<file path="src/rtl/inst_fetch_responder.sv">
// rtl/inst_fetch_responder.sv - one-entry fetch buffer in front of a multi-cycle SRAM for the CPU fetch port
module inst_fetch_responder #(
  parameter int unsigned WAIT_CYCLES = 2,
  parameter int unsigned SRAM_AW     = 20
) (
  input  logic               clk,
  input  logic               rst,
  input  logic               rom_ce_i,
  input  logic [31:0]        rom_addr_i,
  output logic [31:0]        rom_data_o,
  output logic               stall_req_o,
  output logic [SRAM_AW-1:0] sram_addr_o,
  output logic               sram_ce_n_o,
  output logic               sram_oe_n_o,
  input  logic [31:0]        sram_data_i,
  output logic [31:0]        miss_cnt_o
);

  localparam logic [0:0] ST_IDLE   = 1'b0;
  localparam logic [0:0] ST_ACCESS = 1'b1;
  localparam logic [3:0] CNT_INIT  = 4'(WAIT_CYCLES);

  logic [0:0]         state_q,     state_d;
  logic               buf_valid_q, buf_valid_d;
  logic [29:0]        buf_tag_q,   buf_tag_d;
  logic [31:0]        buf_data_q,  buf_data_d;
  logic [29:0]        req_word_q,  req_word_d;
  logic [3:0]         cnt_q,       cnt_d;
  logic [SRAM_AW-1:0] sram_addr_q, sram_addr_d;
  logic               ce_n_q,      ce_n_d;
  logic               oe_n_q,      oe_n_d;
  logic [31:0]        miss_cnt_q,  miss_cnt_d;

  logic hit;
  logic unused_addr_lsbs;

  // Byte-lane bits do not select a different instruction word.
  assign unused_addr_lsbs = ^rom_addr_i[1:0];

  assign hit = rom_ce_i & buf_valid_q & (buf_tag_q == rom_addr_i[31:2]);

  // Fetch response: a hit answers immediately, but never while an SRAM read is still in flight.
  always_comb begin
    rom_data_o  = 32'h0;
    stall_req_o = 1'b0;
    if (rom_ce_i) begin
      if (hit && (state_q == ST_IDLE)) begin
        rom_data_o = buf_data_q;
      end else begin
        stall_req_o = 1'b1;
      end
    end
  end

  // Next state: start an SRAM read on a miss, count down wait states, then fill the buffer.
  always_comb begin
    state_d     = state_q;
    buf_valid_d = buf_valid_q;
    buf_tag_d   = buf_tag_q;
    buf_data_d  = buf_data_q;
    req_word_d  = req_word_q;
    cnt_d       = cnt_q;
    sram_addr_d = sram_addr_q;
    ce_n_d      = ce_n_q;
    oe_n_d      = oe_n_q;
    miss_cnt_d  = miss_cnt_q;
    case (state_q)
      ST_IDLE: begin
        ce_n_d = 1'b1;
        oe_n_d = 1'b1;
        if (rom_ce_i && !hit) begin
          req_word_d  = rom_addr_i[31:2];
          sram_addr_d = rom_addr_i[SRAM_AW+1:2];
          ce_n_d      = 1'b0;
          oe_n_d      = 1'b0;
          cnt_d       = CNT_INIT;
          miss_cnt_d  = miss_cnt_q + 32'd1;
          state_d     = ST_ACCESS;
        end
      end
      default: begin
        // The access always runs to completion using the latched word, whatever the CPU does meanwhile.
        if (cnt_q > 4'd1) begin
          cnt_d = cnt_q - 4'd1;
        end else begin
          cnt_d       = 4'd0;
          buf_data_d  = sram_data_i;
          buf_tag_d   = req_word_q;
          buf_valid_d = 1'b1;
          ce_n_d      = 1'b1;
          oe_n_d      = 1'b1;
          state_d     = ST_IDLE;
        end
      end
    endcase
  end

  // State registers; reset drops any access in flight and leaves the buffer invalid.
  always_ff @(posedge clk) begin
    if (rst) begin
      state_q     <= ST_IDLE;
      buf_valid_q <= 1'b0;
      buf_tag_q   <= 30'h0;
      buf_data_q  <= 32'h0;
      req_word_q  <= 30'h0;
      cnt_q       <= 4'd0;
      sram_addr_q <= '0;
      ce_n_q      <= 1'b1;
      oe_n_q      <= 1'b1;
      miss_cnt_q  <= 32'h0;
    end else begin
      state_q     <= state_d;
      buf_valid_q <= buf_valid_d;
      buf_tag_q   <= buf_tag_d;
      buf_data_q  <= buf_data_d;
      req_word_q  <= req_word_d;
      cnt_q       <= cnt_d;
      sram_addr_q <= sram_addr_d;
      ce_n_q      <= ce_n_d;
      oe_n_q      <= oe_n_d;
      miss_cnt_q  <= miss_cnt_d;
    end
  end

  assign sram_addr_o = sram_addr_q;
  assign sram_ce_n_o = ce_n_q;
  assign sram_oe_n_o = oe_n_q;
  assign miss_cnt_o  = miss_cnt_q;

endmodule
</file>
<file path="config.mk">
export PLATFORM = sky130hd
export DESIGN_NAME = inst_fetch_responder
export DESIGN_NICKNAME = d
export VERILOG_FILES = /design/src/rtl/inst_fetch_responder.sv
export SDC_FILE = /design/constraint.sdc
export NUM_CORES = 1
export LEC_CHECK = 0
export BUFFER_PORTS_ARGS = -buffer_cell sky130_fd_sc_hd__buf_2
export CORE_MARGIN = 3
export CORE_UTILIZATION = 53
export CTS_CLUSTER_DIAMETER = 120
export CTS_CLUSTER_SIZE = 14
export DETAILED_ROUTE_END_ITERATION = 7
export HOLD_SLACK_MARGIN = 0.12
export PLACE_DENSITY = 0.87
export SYNTH_ARGS = -nofsm -noshare
export SYNTH_HDL_FRONTEND = slang
export SYNTH_SLANG_ARGS = --single-unit
</file>
<file path="constraint.sdc">
create_clock -name clk -period 2.15 [get_ports clk]
set_input_delay 0 -clock clk [delete_from_list [all_inputs] [get_ports clk]]
set_output_delay 0 -clock clk [all_outputs]
set_load 0.02 [all_outputs]
</file>
Yosys cells after proc, flatten, opt, wreduce, memory -nomap -nowiden
Index checks and enable logic that the tools add are counted.
{"block": "classes", "magnitude_cmp": 1, "mux": 13, "eq_ne": 2, "reduce_logical": 6, "addsub": 2, "bitwise": 4}
{"cell": "$mux W32", "n": 2}
{"cell": "$add A32 B1 Y32 const B", "n": 1}
{"cell": "$eq A30 B30 Y1", "n": 1}
{"cell": "$mux W4", "n": 3}
{"cell": "$mux W1", "n": 8}
{"cell": "$gt A4 B1 Y1 const B", "n": 1}
{"cell": "$reduce_and A2 Y1", "n": 2}
{"cell": "$sub A4 B1 Y4 const B", "n": 1}
{"cell": "$and A1 B1 Y1", "n": 2}
{"cell": "$logic_and A1 B1 Y1", "n": 2}
{"cell": "$ne A2 B2 Y1 const B", "n": 1}
{"cell": "$not A1 Y1", "n": 2}
{"cell": "$reduce_bool A2 Y1", "n": 1}
{"cell": "$logic_not A1 Y1", "n": 1}
{"block": "word_totals", "register_bits": 151, "wordCells": 37, "input_bits": 67}

Longest topological paths before layout
Gate-level depths: netlist of run 1.
{"block": "depth", "depth_word": 6, "depth_mapped": 8}

Worst setup path before layout of run 1
No wires, ideal clock.
{"block": "synth_path", "kind": "register -> register", "from": "register miss_cnt_q[4], in the netlist miss_cnt_o[4]", "to": "register miss_cnt_q[27], in the netlist miss_cnt_o[27]", "period_less_slack_ns": 1.936, "path_slack_ns": 0.214, "stages_incl_launch_ff": 9, "path_buffers": 2, "arrival_ns": 1.865, "setup_time_ns": 0.070, "required_time_ns": 2.080, "cell_sequence": "dfxtp_1 and4_1 buf_4 nand4_4 nor3_1 o211ai_1 buf_2 or3_1 a21oi_1"}
{"block": "synth_via", "elab_chain_len": 1}
{"element": "start: declaration", "line_no": "32", "text": "logic [31:0] miss_cnt_q, miss_cnt_d;"}
{"element": "start signal: assignment", "line_no": "121", "text": "miss_cnt_q <= miss_cnt_d;"}
{"element": "$add A32 B1 Y32", "line_no": "77", "text": "miss_cnt_d = miss_cnt_q + 32'd1;"}
No other way between the ends.
A chain may end at the register's enable or synchronous reset.

Worst setup path after layout of run 1
{"block": "layout_path", "from": "register buf_tag_q[3]", "to": "output rom_data_o[26]"}
{"block": "layout_via", "elab_chain_len": 5}
{"element": "start: declaration", "line_no": "25", "text": "logic [29:0] buf_tag_q, buf_tag_d;"}
{"element": "start signal: assignment", "line_no": "114", "text": "buf_tag_q <= buf_tag_d;"}
{"element": "$eq A30 B30 Y1", "line_no": "40", "text": "assign hit = rom_ce_i & buf_valid_q & (buf_tag_q == rom_addr_i[31:2]);"}
{"element": "$and A1 B1 Y1", "line_no": "40"}
{"element": "$logic_and A1 B1 Y1", "line_no": "47", "text": "if (hit && (state_q == ST_IDLE)) begin"}
{"element": "$mux W32", "line_no": "47"}
{"element": "$mux W32", "line_no": "46", "text": "if (rom_ce_i) begin"}
{"element": "end: declaration", "line_no": "10", "text": "output logic [31:0] rom_data_o,"}
No other way between the ends.

==> results of run 1 <==
[through the flow]
stage                     hold slack, ns  utilization [%]  cell area, um2
after floorplan                    0.136                -            5720
after global placement             0.240             63.0            6560
after detailed placement           0.247             63.0            6560
after CTS                          0.253             76.5            7970
after global routing               0.264             78.9            8220
final                              0.260             78.9            8220
[placed cells by master (no fill, tap or decap), drive strengths merged]
cell type,n
o32ai,1
nand2,198
and2,32
o21a,3
and3,5
xor2,36
ha,3
xnor2,2
clkbuf,21
nand3,9
nor3,8
clkinvlp,3
bufinv,3
nor2b,1
or3,16
buf,180
nor4,9
o2111ai,6
nor3b,1
a31o,1
nand2b,2
a31oi,1
a21oi,115
o21ai,19
o21ba,1
o31ai,6
and4,3
dfxtp,131
nor2,19
or4,6
inv,13
o211ai,2
clkinv,4
o21bai,1
nand4,8
dlygate4sd3,64
[cell type report]
cell class | instances | area share (%)
timing repair buffer | 246 | 23.6
inverter | 10 | 0.457
multi-input combinational | 514 | 34.5
sequential | 131 | 32.0
clock buffer | 19 | 5.25
tap | 136 | 2.07
clock inverter | 13 | 2.15
[flip-flops by register name, summed over array words and instances, names as in the netlist]
name,count
buf_data_q,32
buf_tag_q,30
buf_valid_q,1
cnt_q,4
miss_cnt_o,32
req_word_q,30
sram_oe_n_o,1
state_q,1
[worst reg2reg max path: cells and delay by family, from the launching register on]
family	cells	cell delay [ns]
compound gates	3	0.47
xor+xnor	1	0.16
flops	1	0.32
buf+inv	4	0.66
simple gates	2	0.63
[worst paths after layout]
path	slack, ns	endpoint	startpoint
max	-0.39	rom_data_o[26]	buf_tag_q[3]
min	0.26	buf_data_q[5]	sram_data_i[5]
max reg2reg	-0.16	miss_cnt_o[15]	buf_tag_q[3]
min reg2reg	0.45	buf_data_q[6]	buf_data_q[6]
[what timing repair did]
action | CTS | global route
setup endpoints to repair | 51 | 35
hold endpoints to repair | 93 | 0
pin swaps | 2 | 33
gates resized for setup | 51 | 45
hold buffers | 64 | 0
cloned | 0 | 3
setup buffers | 0 | 7
[where the power goes]
group          leakage, uW  switching [uW]  internal (uW)
clock network     0.000287            1140           1820
registers          0.00107            70.9           2540
logic              0.00208             434            321
[cells by family after synthesis]
logic type                 count (synthesis)  synth area share, %
and+or+nand+nor                          317                 25.9
AOI/OAI and AO/OA                        156                 15.0
DFF                                      131                 45.9
buffers and inverters                     74                 6.76
xor gates and xnor gates                  38                 5.82
adders and majority gates                  3                0.657
[routing by layer]
metal / vias up / part of all wire, %
met3: 43 / 6.9
met1: 2761 / 38
met4: 0 / 2.7
met5: - / 0
met2: 255 / 52
li1: 2791 / -
==> results.md, run 1 <==
| Stage | Parameter | This run |
|---|---|---|
| setup path | Cell depth of the worst setup path | 8 |
| clock tree | Maximum number of buffers from clock root to sink | 2 |
| setup path | Startpoint type of the worst setup path | register |
| synthesis | Syn Nets | 789 |
| synthesis | Seq/Total Area, Yosys | 45.9% |
| route | ANT nets after route | 0 |
| route | Number of vias in the routed layout | 5850 |
| synthesis | Cell variety after synth | 43 |
| global routing | Largest net degree at the start of global routing | 75 |
| sta | Slew Limit Headroom | 47.2% |
| layout | Fraction of layout instances using a drive strength above 1 | 27.1% |
| sta | Worst Slack Setup Final | -0.389 ns |
| synthesis | Leading cell types by count after synthesis | 198 x sky130_fd_sc_hd__nand2_1, 131 x sky130_fd_sc_hd__dfxtp_1, 115 x sky130_fd_sc_hd__a21oi_1 |
| synthesis | Post-synth design cell area | 5720 um2 |
| setup path | Worst Reg2Reg Path Length in Cells | 10 |
| route | Remaining routing DRC violations | 0 |
| layout | Final std cells w/o fill | 1069 |
| die | Placeable core region | 10400 um2 |
| hold path | Number of cells traversed by the worst hold path | 4 |
| die | Die area | 12100 um2 |
| power | Static leakage | 0.00344 uW |
| layout | Area growth from synthesis to layout | 43.7% |
| clock tree | Clock tree from TritonCTS | done |
| synthesis | Synth Instances | 719 |
| die | Ports placed on the boundary | 154 |
| setup path | Crit-path max FO | 33 |
| synthesis | Area share of the largest cell type after synthesis | 45.9% |
| clock tree | Number of clock sinks seen by CTS | 131 |
| route | Per-cell via count in the routed design | 5.47 |
| synthesis | Leading post-synthesis cells by cell area | sky130_fd_sc_hd__dfxtp_1 46%, sky130_fd_sc_hd__nand2_1 13%, sky130_fd_sc_hd__a21oi_1 10% |
| synthesis | Yosys warning count | 0 |
| layout | Filler instances | 675 |
| outcome | Run status | complete, but fails checks |
| sta | Setup repair after global routing missed its margin | true |
| placed design | Final estimated routing congestion in global placement | 0.803 |
| setup path | Buffers and inverters on the worst path | 3 |
| global routing | Vias in the first global route | 5319 |
| placed design | Input/output buffers | 151 |
| power | PwrDens | 770 nW/um2 |
| setup path | Worst-path cell chain | xor2_1 -> nor4_2 -> nand4_1 -> buf_12 -> nor4_4 -> buf_12 -> and2_1 -> buf_4 |
| die | Die outline width | 110 um |
| power | Final Power | 6330 uW |
| global routing | Global-route wire length before repair | 25200 um |
| route | Violation count after the first detailed-routing iteration | 400 |
| synthesis | Number of flip-flops and latches in the synthesized netlist | 131 |
| synthesis | Commonest register cell after synthesis | sky130_fd_sc_hd__dfxtp_1 |
| sta | Slew at the pin closest to its max-slew limit | 0.792 ns |
| clock tree | Clock Root Buffer | sky130_fd_sc_hd__clkbuf_8 |
| global routing | Number of antenna violations at the first check in global routing | 0 |
| synthesis | Cell with the most instances after synthesis | sky130_fd_sc_hd__nand2_1 |
| placed design | Inst Count DP | 963 |
| global routing | Global route total overflow | 0 |
| hold path | Type of the worst min-delay path | primary input to register |
| route | Number of iterations in the first detailed-routing pass | 5 |
| synthesis | Number of enable flip-flop cells after synthesis | 0 |
| global routing | Layer carrying the most global-route usage | met2 |
| setup path | Cell with the largest stage delay on the worst path | sky130_fd_sc_hd__nor4_2 |
| layout | Antenna diode count | 0 |
| power | Peak supply drop | 0.748 mV |
| placed design | Post-Place Worst Slack | 0.114 ns |
| sta | Max-slew violation count | 0 |
| setup path | WP data required | 2.15 ns |
| setup path | Most common cell type on the critical path | sky130_fd_sc_hd__buf_12 |
| die | Site Rows | 37 |
| layout | Combined area of the multi-input logic cells | 2830 um2 |
| setup path | Cell family contributing the most delay on the critical path | simple AND/OR/NAND/NOR gates |
| job | Max capacitance violation total | 0 |
| outcome | Failing checks | setup timing |
| clock tree | Clock-pin slew reported for the worst setup and hold paths after clock tree synthesis | 0.06 ns |
| setup path | Crit path DAT | 2.54 ns |
| sta | Setup clock skew after layout | 0.0116 ns |
| global routing | Total Routing Usage GR | 26.4% |
| placed design | DP Wirelength | 9160 um |
| sta | Final worst path period share | 118% |
| clock tree | Number of CTS-inserted buffers | 17 |
| global routing | Global Route met1 Usage | 31.2% |
| route | Detailed-route wire length | 17100 um |
| route | Average wire per standard cell | 16.0 um |
| sta | Number of endpoints with negative hold slack in the final report | 0 |
| sta | Final TNS setup | -18.72 ns |
| global routing | Met3 track utilization from global routing | 6.81% |
| synthesis | Mean Syn Cell Area | 7.95 um2 |
| die | Chip height | 110 um |
| synthesis | Cell type with the highest aggregate area in the netlist | sky130_fd_sc_hd__dfxtp_1 |
| setup path | Critical path class | register to output port |
| sta | F_max | 394 MHz |
| die | Initial core utilization | 54.9% |
| layout | Nets@finish | 990 |
| setup path | Sort of element at the end of the critical path | output port |
| synthesis | Post-synthesis async set-or-reset flop share | 0% |
| layout | Flip-flop and latch area | 2630 um2 |
| sta | Final setup violating endpoints | 92 |
| setup path | Biggest cell delay along the critical path | 0.37 ns |
| global routing | Met2 track demand over resource in global routing | 45.5% |
| sta | Final min period | 2.54 ns |
| clock tree | Number of H-tree levels | 4 |
| clock tree | Worst-skew pair later-pin latency | 0.52 ns |
No activity file was read; power rests on OpenSTA's default activity.
==> inputs of run 2 (changes only) <==
--- a/config.mk
+++ b/config.mk
@@ -8,11 +8,11 @@
 export BUFFER_PORTS_ARGS = -buffer_cell sky130_fd_sc_hd__buf_2
 export CORE_MARGIN = 3
 export CORE_UTILIZATION = 53
-export CTS_CLUSTER_DIAMETER = 120
 export CTS_CLUSTER_SIZE = 14
 export DETAILED_ROUTE_END_ITERATION = 7
 export HOLD_SLACK_MARGIN = 0.12
 export PLACE_DENSITY = 0.87
+export SETUP_SLACK_MARGIN = 0.02
 export SYNTH_ARGS = -nofsm -noshare
 export SYNTH_HDL_FRONTEND = slang
 export SYNTH_SLANG_ARGS = --single-unit
==> results.md, run 2 (synthesized netlist as in run 1, its figures left out) <==
| Stage | Parameter | This run | Delta |
|---|---|---|---|
| clock tree | Clock Root Buffer | sky130_fd_sc_hd__clkbuf_8 |  |
| layout | Leading cell type in the layout, fill and taps excluded | sky130_fd_sc_hd__nand2_1 |  |
| setup path | Crit path DAT | 2.58 ns | +0.04 ns |
| setup path | Cell family contributing the most delay on the critical path | simple AND/OR/NAND/NOR gates |  |
| global routing | Vias in the first global route | 5332 | +0.24% |
| hold path | Number of cells traversed by the worst hold path | 4 | unchanged |
| clock tree | Clock-pin slew reported for the worst setup and hold paths after clock tree synthesis | 0.06 ns | about the same |
| global routing | Global-route wire length before repair | 25200 um | unchanged |
| setup path | Crit-path max FO | 33 | unchanged |
| placed design | Placed cell area | 6560 um2 | unchanged |
| layout | Filler instances | 664 | -1.6% |
| setup path | WP data required | 2.15 ns | about the same |
| clock tree | Clock tree from TritonCTS | done |  |
| die | Placeable core region | 10400 um2 | unchanged |
| global routing | Largest net degree at the start of global routing | 75 | unchanged |
| layout | Antenna diode count | 0 | unchanged |
| die | Chip height | 110 um | unchanged |
| layout | Final core utilization | 79.2% | +0.32 points |
| setup path | Destination of the worst register-to-register timing path | miss_cnt_o[22] |  |
| clock tree | Number of CTS-inserted buffers | 17 | unchanged |
| route | Number of vias in the routed layout | 5820 | -0.51% |
| route | ANT nets after route | 0 | unchanged |
| setup path | Biggest cell delay along the critical path | 0.38 ns | about the same |
| sta | Final worst path period share | 120% | +2.1 points |
| clock tree | Number of H-tree levels | 4 | unchanged |
| die | Site Rows | 37 | unchanged |
| layout | Fraction of layout instances using a drive strength above 1 | 27.7% | +0.54 points |
| sta | Final setup violating endpoints | 92 | unchanged |
| die | Ports placed on the boundary | 154 | unchanged |
| route | Average wire per standard cell | 16.1 um | +0.77% |
| route | Remaining routing DRC violations | 0 | unchanged |
| outcome | Failing checks | setup timing |  |
| power | Static leakage | 0.00345 uW | +0.30% |
| placed design | Inst Count DP | 963 | unchanged |
| sta | Final min period | 2.58 ns | +0.0452 ns |
| sta | Worst Slack Setup Final | -0.434 ns | -0.0451 ns |
| clock tree | Number of clock sinks seen by CTS | 131 | unchanged |
| placed design | Input/output buffers | 151 | unchanged |
| sta | Number of endpoints with negative hold slack in the final report | 0 | unchanged |
| layout | Nets@finish | 990 | unchanged |
| sta | Final TNS setup | -21.52 ns | -2.80 ns |
| power | Peak supply drop | 0.756 mV | +1.0% |
| setup path | Buffers and inverters on the worst path | 3 | unchanged |
| die | Die area | 12100 um2 | unchanged |
| global routing | Global route total overflow | 0 | unchanged |
| placed design | DP Wirelength | 9160 um | unchanged |
| power | PwrDens | 767 nW/um2 | -0.31% |
| layout | Area growth from synthesis to layout | 44.3% |  |
| clock tree | Maximum number of buffers from clock root to sink | 2 | unchanged |
| setup path | Startpoint type of the worst setup path | register |  |
| setup path | Cell depth of the worst setup path | 8 | unchanged |
| die | Die outline width | 110 um | unchanged |
| global routing | Number of antenna violations at the first check in global routing | 0 | unchanged |
| die | Initial core utilization | 54.9% | unchanged |
| setup path | Sort of element at the end of the critical path | output port |  |
| setup path | Flop2flop setup slack | -0.18 ns | -0.02 ns |
| hold path | Type of the worst min-delay path | primary input to register |  |
| global routing | Total Routing Usage GR | 26.4% | about the same |
| layout | Final cell area excluding filler cells | 8250 um2 | +0.41% |
| sta | Slew at the pin closest to its max-slew limit | 0.790 ns | -0.00154 ns |
| placed design | Final estimated routing congestion in global placement | 0.803 | unchanged |
| outcome | Run status | complete, but fails checks |  |
| setup path | Cell with the largest stage delay on the worst path | sky130_fd_sc_hd__nor4_2 |  |
| sta | Max-slew violation count | 0 | unchanged |
| hold path | Launch point of the worst hold path | sram_data_i[5] |  |
| setup path | Worst Reg2Reg Path Length in Cells | 9 | -1 |
| hold path | Worst Hold Endpoint | buf_data_q[5] |  |
| route | Violation count after the first detailed-routing iteration | 403 | +0.75% |
| route | Detailed-route wire length | 17200 um | +0.77% |
| setup path | Worst-path cell chain | xor2_2 -> nor4_2 -> nand4_1 -> buf_12 -> nor4_4 -> buf_12 -> and2_1 -> buf_4 |  |
| clock tree | Worst-skew pair later-pin latency | 0.51 ns | about the same |
| route | Per-cell via count in the routed design | 5.44 | -0.51% |
| layout | Leading cell types in the layout, fill and taps excluded | 187 x sky130_fd_sc_hd__nand2_1, 128 x sky130_fd_sc_hd__dfxtp_1, 118 x sky130_fd_sc_hd__buf_2, 102 x sky130_fd_sc_hd__a21oi_1, 64 x sky130_fd_sc_hd__dlygate4sd3_1 |  |
| setup path | Most common cell type on the critical path | sky130_fd_sc_hd__buf_12 |  |
| layout | Final std cells w/o fill | 1069 | unchanged |
| sta | Setup clock skew after layout | 0.0102 ns | -0.00134 ns |
| route | Number of iterations in the first detailed-routing pass | 5 | unchanged |
| sta | Slew Limit Headroom | 47.3% | +0.10 points |
| setup path | Worst R2R Start | buf_tag_q[3] |  |
| setup path | Critical path class | register to output port |  |
| job | Max capacitance violation total | 0 | unchanged |
| sta | F_max | 387 MHz | -1.7% |
| sta | Setup repair after global routing missed its margin | true |  |
run 2: cell counts in the layout (fill, tap and decap cells not counted):
No cell type changed its count.
run 2: cell type report:
type                       instances  area [um2]  area share (%)
sequential                       131        2630            31.8
inverter                          10        37.5           0.455
multi-input combinational        514        2860            34.7
tap                              136         170            2.06
timing repair buffer             246        1950            23.6
clock buffer                      19         432            5.23
clock inverter                    13         176            2.14
run 2: tightest hold or removal path, cell delays in order:
cell and delay, ns:
sky130_fd_sc_hd__dlygate4sd3_1 0.52, sky130_fd_sc_hd__buf_2 0.11, sky130_fd_sc_hd__nand2_1 0.05, sky130_fd_sc_hd__a21oi_1 0.05
run 2: layer usage:
| metal | global-route usage, % | wire (um) | vias to the layer above | part of all wire (%) |
|---|---|---|---|---|
| met5 | 0 | 0 | - | 0 |
| li1 | - | - | 2794 | - |
| met3 | 6.81 | 1060 | 55 | 6.1 |
| met2 | 45.8 | 8880 | 248 | 52 |
| met4 | 10.3 | 583 | 0 | 3.4 |
| met1 | 31.0 | 6700 | 2723 | 39 |
run 2: repair_timing:
action | 4_1_cts | 5_1_grt
hold buffers | 64 | 0
endpoints found under the hold margin | 93 | 0
cloned | 0 | 3
setup endpoints to repair | 56 | 36
pin swaps | 2 | 34
setup buffers | 0 | 7
resized for setup | 51 | 52
run 2: metrics by stage:
step	power, uW	hold slack (ns)	setup WS [ns]
floorplan	3040	0.136	0.214
global placement	3230	0.240	0.150
detailed placement	3250	0.247	0.114
CTS	6270	0.253	-0.396
global route	6540	0.264	-0.506
finish	6330	0.263	-0.434
run 2: worst max-delay path by stage:
| stage | slack, ns | from | endpoint |
|---|---|---|---|
| after floorplan | 0.21 | miss_cnt_o[4] | miss_cnt_o[27] |
| after global placement | 0.15 | buf_tag_q[3] | miss_cnt_o[2] |
| after detailed placement | 0.11 | buf_tag_q[4] | rom_data_o[31] |
| after CTS | -0.40 | buf_tag_q[3] | rom_data_o[31] |
| after global routing | -0.51 | buf_tag_q[3] | rom_data_o[26] |
| final | -0.43 | buf_tag_q[3] | rom_data_o[26] |
run 2: power by group:
part / internal [uW] / total [uW] / switching [uW]
clock: 1820 / 2960 / 1140
combinational: 324 / 763 / 439
sequential: 2540 / 2610 / 72.6
==> inputs of run 3 (changes only) <==
==> constraint.sdc (replaced) <==
create_clock -name clk -period 2.15 [get_ports clk]
set_input_delay 0.215 -clock clk [delete_from_list [all_inputs] [get_ports clk]]
set_output_delay 0.215 -clock clk [all_outputs]
set_load 0.02 [all_outputs]
==> results.md, run 3 (synthesized netlist as in run 1, its figures left out) <==
| Stage | Parameter | This run | Delta |
|---|---|---|---|
| sta | Max-slew violation count | 0 | unchanged |
| die | Site Rows | 37 | unchanged |
| setup path | Worst R2R Start | buf_tag_q[15] |  |
| global routing | Vias in the first global route | 5395 | +1.2% |
| global routing | Total Routing Usage GR | 26.1% | -0.33 points |
| global routing | Number of antenna violations at the first check in global routing | 1 | +1 |
| clock tree | Worst-skew pair later-pin latency | 0.51 ns | about the same |
| clock tree | Clock-pin slew reported for the worst setup and hold paths after clock tree synthesis | 0.06 ns | about the same |
| clock tree | Number of CTS-inserted buffers | 17 | unchanged |
| outcome | Failing checks | setup timing |  |
| global routing | Largest net degree at the start of global routing | 65 | -13% |
| sta | Final setup violating endpoints | 41 | -55% |
| power | Static leakage | 0.00340 uW | -1.5% |
| sta | Final worst path period share | 126% | +6.3 points |
| layout | Leading cell type in the layout, fill and taps excluded | sky130_fd_sc_hd__nand2_1 |  |
| sta | Slew Limit Headroom | 61.9% | +15 points |
| layout | Fraction of layout instances using a drive strength above 1 | 26.6% | -1.1 points |
| route | Number of iterations in the first detailed-routing pass | 6 | +1 |
| placed design | Final estimated routing congestion in global placement | 0.798 | -0.57% |
| setup path | Critical Path End | rom_data_o[30] |  |
| sta | Setup repair after global routing missed its margin | true |  |
| setup path | WP data required | 1.93 ns | -0.22 ns |
| setup path | Crit path DAT | 2.50 ns | -0.08 ns |
| layout | Final std cells w/o fill | 1066 | -0.28% |
| setup path | Flop2flop setup slack | -0.08 ns | +0.10 ns |
| clock tree | Maximum number of buffers from clock root to sink | 2 | unchanged |
| clock tree | Number of clock sinks seen by CTS | 131 | unchanged |
| power | Peak supply drop | 0.795 mV | +5.2% |
| power | PwrDens | 730 nW/um2 | -4.9% |
| setup path | Crit-path max FO | 16 | -52% |
| sta | Setup clock skew after layout | 0.00695 ns | -0.00329 ns |
| sta | Slew at the pin closest to its max-slew limit | 0.572 ns | -0.218 ns |
| clock tree | Number of H-tree levels | 4 | unchanged |
| die | Initial core utilization | 54.9% | unchanged |
| hold path | Type of the worst min-delay path | primary input to register |  |
| layout | Area growth from synthesis to layout | 42.6% |  |
| sta | Final TNS setup | -17.55 ns | +3.97 ns |
| route | Per-cell via count in the routed design | 5.44 | -0.15% |
| sta | F_max | 368 MHz | -5.0% |
| outcome | Run status | complete, but fails checks |  |
| die | Ports placed on the boundary | 154 | unchanged |
| setup path | Critical path class | register to output port |  |
| route | ANT nets after route | 0 | unchanged |
| setup path | Startpoint type of the worst setup path | register |  |
| die | Die outline width | 110 um | unchanged |
| route | Detailed-route wire length | 16700 um | -3.2% |
| route | Average wire per standard cell | 15.6 um | -3.0% |
| setup path | Sort of element at the end of the critical path | output port |  |
| sta | Final min period | 2.72 ns | +0.135 ns |
| placed design | Post-Place Worst Slack | -0.0329 ns | -0.146 ns |
| die | Chip height | 110 um | unchanged |
| layout | Leading cell types in the layout, fill and taps excluded | 197 x sky130_fd_sc_hd__nand2_1, 129 x sky130_fd_sc_hd__dfxtp_1, 117 x sky130_fd_sc_hd__buf_2, 115 x sky130_fd_sc_hd__a21oi_1, 63 x sky130_fd_sc_hd__dlygate4sd3_1 |  |
| placed design | Input/output buffers | 151 | unchanged |
| setup path | Worst Reg2Reg Path Length in Cells | 10 | +1 |
| setup path | Worst setup path start | buf_tag_q[15] |  |
| sta | Number of endpoints with negative hold slack in the final report | 0 | unchanged |
| sta | Worst Slack Setup Final | -0.569 ns | -0.135 ns |
| global routing | Global-route wire length before repair | 25100 um | -0.39% |
| layout | Nets@finish | 986 | -0.40% |
| sta | Post-route worst hold slack | 0.170 ns | -0.0931 ns |
| route | Violation count after the first detailed-routing iteration | 459 | +14% |
| placed design | Inst Count DP | 966 | +0.31% |
| job | Max capacitance violation total | 0 | unchanged |
| route | Remaining routing DRC violations | 0 | unchanged |
| global routing | Global route total overflow | 0 | unchanged |
| die | Placeable core region | 10400 um2 | unchanged |
| setup path | Destination of the worst register-to-register timing path | miss_cnt_o[25] |  |
| clock tree | Clock tree from TritonCTS | done |  |
| route | Number of vias in the routed layout | 5795 | -0.43% |
| die | Die area | 12100 um2 | unchanged |
| clock tree | Clock Root Buffer | sky130_fd_sc_hd__clkbuf_8 |  |
| placed design | DP Wirelength | 9280 um | +1.2% |
==> run 3: worst min-delay path by stage <==
stage	startpoint	to	slack, ns	cells past startpoint
after floorplan	sram_data_i[0]	buf_data_q[0]	0.35	2
final	rst	miss_cnt_o[7]	0.17	2
after global routing	rst	miss_cnt_o[7]	0.19	2
after CTS	rst	miss_cnt_o[7]	0.16	2
after global placement	buf_data_q[8]	buf_data_q[8]	0.44	2
after detailed placement	buf_data_q[29]	buf_data_q[29]	0.44	2
==> run 3: power breakdown <==
part           internal (uW)  switching [uW]  leakage, uW
combinational            293             410      0.00206
clock                   1610            1020     0.000266
sequential              2540            76.1      0.00107
==> run 3: final cells by class <==
class	count	area (um2)
Antenna cell	1	2.50
Clock buffer	22	463
Clock inverter	10	82.6
Fill cell	671	2260
Inverter	10	37.5
Multi-Input combinational cell	514	2850
Sequential cell	131	2630
Tap cell	136	170
Timing Repair Buffer	242	1920
==> run 3: metrics by stage <==
| step | power [uW] | area, um2 | util (%) |
|---|---|---|---|
| after floorplan | 3040 | 5720 | - |
| after detailed placement | 3250 | 6560 | 63.0 |
| final | 5950 | 8150 | 78.3 |
| after CTS | 5960 | 7900 | 75.9 |
| after global routing | 6170 | 8150 | 78.3 |
| after global placement | 3230 | 6560 | 63.0 |
==> run 3: what timing repair did <==
item,in CTS,in global routing
gates cloned,0,2
hold buffers,63,0
endpoints found under the setup margin,73,87
setup buffers,0,2
endpoints found under the hold margin,63,0
resized for setup,54,52
pin swaps,2,10
==> run 3: worst max-delay path, stage by stage, from the launching register on <==
cell                        delay [ns]
sky130_fd_sc_hd__dfxtp_1          0.32
sky130_fd_sc_hd__xor2_1           0.17
sky130_fd_sc_hd__nor4_2           0.35
sky130_fd_sc_hd__nand4_1          0.20
sky130_fd_sc_hd__buf_6            0.18
sky130_fd_sc_hd__nor4_4           0.15
sky130_fd_sc_hd__buf_6            0.16
sky130_fd_sc_hd__clkbuf_16        0.17
sky130_fd_sc_hd__and2_1           0.17
sky130_fd_sc_hd__buf_6            0.13
==> run 3: routing by layer <==
layer / part of all wire [%] / global-route usage (%)
met5: 0 / 0
met4: 2.9 / 11.6
met3: 6.7 / 7.93
met2: 52 / 44.0
met1: 39 / 30.3
